File: config.mk
export PLATFORM = sky130hd
export DESIGN_NAME = atm_timer
export DESIGN_NICKNAME = d
export VERILOG_FILES = /design/src/rtl/atm_timer.sv
export SDC_FILE = /design/constraint.sdc
export NUM_CORES = 1
export LEC_CHECK = 0
export ABC_AREA = 1
export BUFFER_PORTS_ARGS = -buffer_cell sky130_fd_sc_hd__buf_2
export CORE_MARGIN = 2
export CORE_UTILIZATION = 50
export CTS_BUF_LIST = sky130_fd_sc_hd__clkbuf_4
export DETAILED_ROUTE_END_ITERATION = 10
export PLACE_DENSITY_LB_ADDON = 0.08
export SYNTH_ARGS = -nofsm -noshare
export SYNTH_HDL_FRONTEND = slang
export SYNTH_SLANG_ARGS = --single-unit
File: constraint.sdc
create_clock -name clk -period 2.3 [get_ports clk]
set_input_delay 0 -clock clk [delete_from_list [all_inputs] [get_ports clk]]
set_output_delay 0 -clock clk [all_outputs]
set_load 0.05 [all_outputs]
File: src/rtl/atm_timer.sv
// Inactivity timeout counter: counts cycles while start is held and flags timeout once count >= threshold.
// Single-cycle register, combinational timeout output; no backpressure, the counter saturates at threshold.
module atm_timer (
  input  logic        clk,
  input  logic        rst,
  input  logic        start,
  input  logic        restart,
  input  logic [31:0] threshold,
  output logic        timeout
);

  logic [31:0] count_q;
  logic [31:0] count_d;
  logic        at_limit;

  assign at_limit = (count_q >= threshold);

  always_comb begin
    count_d = count_q;
    if (!start || restart) begin
      count_d = '0;
    end else if (!at_limit) begin
      count_d = count_q + 32'd1;
    end
  end

  always_ff @(posedge clk or negedge rst) begin
    if (!rst) begin
      count_q <= '0;
    end else begin
      count_q <= count_d;
    end
  end

  // rst term forces timeout low during reset even if threshold is 0
  assign timeout = rst & start & at_limit;

endmodule

==> flow_summary.toml <==
[sta]
slew_headroom_pct = 55.46
period_minus_slack_ns = 2.142
drv_slew = 0
timing.final.ws_setup_ns = 0.1582
finClkSkew_ns = 0.01049
finalCritPeriodShare_pct = 93.12
tightest_slew_ns = 0.6665
holdWs_ns = 0.06936
max_freq_mhz = 466.9
finalHoldViolCount = 0
setup_viol = 0

[grt]
grt.busiest_layer = "met2"
met3_usage_pct = 3.405
overflow = 0
grt_pass1_vias = 3026
gr-usage-met1_pct = 32.51
grtUsageMet2_pct = 39.06
grt_use_total_pct = 23.69
antenna_found_initial = 0
grt_max_degree = 37
grt_pass1_wl_microns = 13970

[critical_path]
crit_fanout = 6
critical_path.top_delay_family = "simple AND/OR/NAND/NOR gates"
cp-endpoint = "timeout"
endpoint_kind = "output pin"
crit_buf_inv = 1
cp-start-kind = "register"
worstPathArrival_ns = 2.14
cp_cell_sequence = "ha_1 > nand2_1 > nor2_2 > nand2_2 > nor4_2 > nand2_2 > a21oi_1 > buf_4"
crit_type = "reg -> out"
r2r_cells = 11
required_ns = 2.30
cp-startpoint = "count_q[27]$_DFFE_PN0P_"
crit_path_top_delay_cell = "dfrtp_2"
max_stage_delay_ns = 0.46
r2r-end = "count_q[18]$_DFFE_PN0P_"
worst_path_most_repeated_cell = "nand2_2"
worst-path-stages = 8
reg2reg_from = "count_q[27]$_DFFE_PN0P_"
r2r_slack_ns = 0.19

[finish]
reg_top3 = "count_q x32"
nets = 644
final_area_sq_mm = 0.003780
top_register = "count_q"
fillers = 644
synthToLayoutAreaGrowth_pct = 14.43
regArea_sq_um = 810.8
antenna_cells = 0
multi_input_area_sq_mm = 0.002093
final_core_util_pct = 59.19
drive_gt1_share_pct = 17.45
largest_reg_flops = 32

[clock_network]
clk_path_buf_depth = 2
numCtsBuffers = 5
cts_sinks = 32
cts_tree = "yes"
cts-root-buf = "clkbuf_4"
htreeDepth = 2
insertion_delay_ns = 0.33
cts.clk_slew.worst_paths_ns = 0.10

[synth]
yosysTopAreaCellShare_pct = 24.24
synth_area_leaders = "dfrtp_1 (24%), nand2_1 (19%), ha_1 (13%)"
synth_simple_gate_area_share_pct = 44.05
syn_area_sq_mm = 0.003303
synth_fa_ha_area_share_pct = 12.50
synth.distinct_cells = 26
synth_top_family_by_area = "simple AND/OR/NAND/NOR gates"
synth_mux_area_share_pct = 0
synth_area_per_cell_sq_um = 6.352
synth_seq_cells = 32
synthCells = 520
synth_compound_area_share_pct = 2.273
synth_xor_area_share_pct = 4.242
syn_nets = 589
synth_top_area_cell = "dfrtp_1"
yosysSeqAreaShare_pct = 24.24
yosysWarnings = 0

[die]
core_area_sq_mm = 0.006386
die_area_sq_mm = 0.007273
rows = 29
dieHeight_microns = 85.28
die_x_microns = 85.28
io-pin-count = 37
floorplan.initialDensity_pct = 51.72

[place]
gp_congestion = 0.9071
io_buffers = 36
hpwl_microns = 6373
place_area_sq_mm = 0.003640
place_ws_ns = 0.03543

[run_status]
status = "completed"

[job]
maxCapViolations = 0

[worst_hold_path]
hp-class = "in -> reg"
hp-start = "restart"
min_path_cells = 4

[pwr]
power_frac_clock_pct = 29.5
leakage_uw = 0.002246
switching_share_pct = 26.70
power.switching_uw = 260.9
ir_worst_vdd_uv = 160.2
combPwrFrac_pct = 12.6
p_int_uw = 716.3
seqPwrFrac_pct = 57.9
p_per_area_mw_per_mm2 = 258.5

[routing]
avgRoutedWirePerCell_microns = 12.46
drt_iter0_markers = 169
dr.pass1.iters = 5
vias = 3280
drc = 0
drt.antenna.violating_nets = 0
drt-total-wl_microns = 8099
viasPerCell = 5.046
-- tightest hold or removal path: stages --
cell and delay (ns):
buf_2 0.10, nor2_4 0.12, nand3_1 0.11, nand2_1 0.04
-- metrics by stage --
step | instances | setup TNS [ns] | total power [uW]
4_1_cts | 643 | 0 | 993.0
2_1_floorplan | 520 | 0 | 638.6
3_3_place_gp | 634 | 0 | 694.2
6_report | 650 | 0 | 977.1
3_5_place_dp | 634 | 0 | 698.9
5_1_grt | 650 | -0.005171 | 1036
-- worst min-delay path by stage --
stage / to
after floorplan: count_q[0]$_DFFE_PN0P_
after global placement: count_q[10]$_DFFE_PN0P_
after detailed placement: count_q[11]$_DFFE_PN0P_
after CTS: count_q[30]$_DFFE_PN0P_
after global routing: count_q[30]$_DFFE_PN0P_
final: count_q[30]$_DFFE_PN0P_
-- cell type report --
cell class / count / area share (%)
well taps: 77 / 2.549
clock buffers: 5 / 0.9930
multi-input cells: 382 / 55.38
flip-flops and latches: 32 / 21.45
repair buffers: 63 / 10.59
inverters: 91 / 9.037
-- logic make-up after synthesis --
kind of cell    after synthesis
fa+ha+maj                    33
compound gates               15
buf+inv                     106
xor+xnor                     16
simple gates                318
flops                        32
-- repair_timing --
action	4_1_cts	5_1_grt
pin swaps	2	1
endpoints found under the setup margin	1	33
resized for setup	1	10
buffers inserted	3	7
hold buffers	1	0
hold endpoints to repair	32	0
-- Yosys cell counts --
master	count
nand2_1	165
inv_1	88
nand3_1	49
nor2_1	48
ha_1	33
nand4_1	33
dfrtp_1	32
xor2_1	13
a21oi_1	12
buf_2	8
nand2_2	6
nor2_2	6
clkbuf_1	4
nor2_4	4
buf_4	3
o21ai_0	3
xnor2_1	3
inv_2	2
clkinv_1	1
nand2_4	1
nand3_2	1
nand3_4	1
nand3b_1	1
nor2_8	1
nor3_1	1
nor4_2	1
-- layout by cell type, fill, tap and decap left out, drive strengths merged, types with 5 or more instances in the layout --
master,netlist,final
ha,33,33
nand3,51,51
clkbuf,4,5
nand4,33,33
nand2,172,172
buf,11,62
xor2,13,13
inv,90,90
dfrtp,32,32
nor2,59,59
a21oi,12,12
-- layer usage --
| metal | vias to the layer above | part of all wire, % |
|---|---|---|
| met5 | - | 0 |
| met1 | 1455 | 49 |
| li1 | 1751 | - |
| met4 | 0 | 1.6 |
| met3 | 10 | 3.5 |
| met2 | 64 | 46 |
-- power groups by stage --
| stage | Combinational, uW | Clock (uW) | Sequential (uW) |
|---|---|---|---|
| after floorplan | 61.8 | 0 | 577 |
| after global placement | 117 | 0 | 577 |
| after detailed placement | 122 | 0 | 577 |
| after CTS | 124 | 303 | 566 |
| after global routing | 143 | 327 | 566 |
| final | 123 | 289 | 566 |
Note: power is estimated with default switching activity, not from simulation.
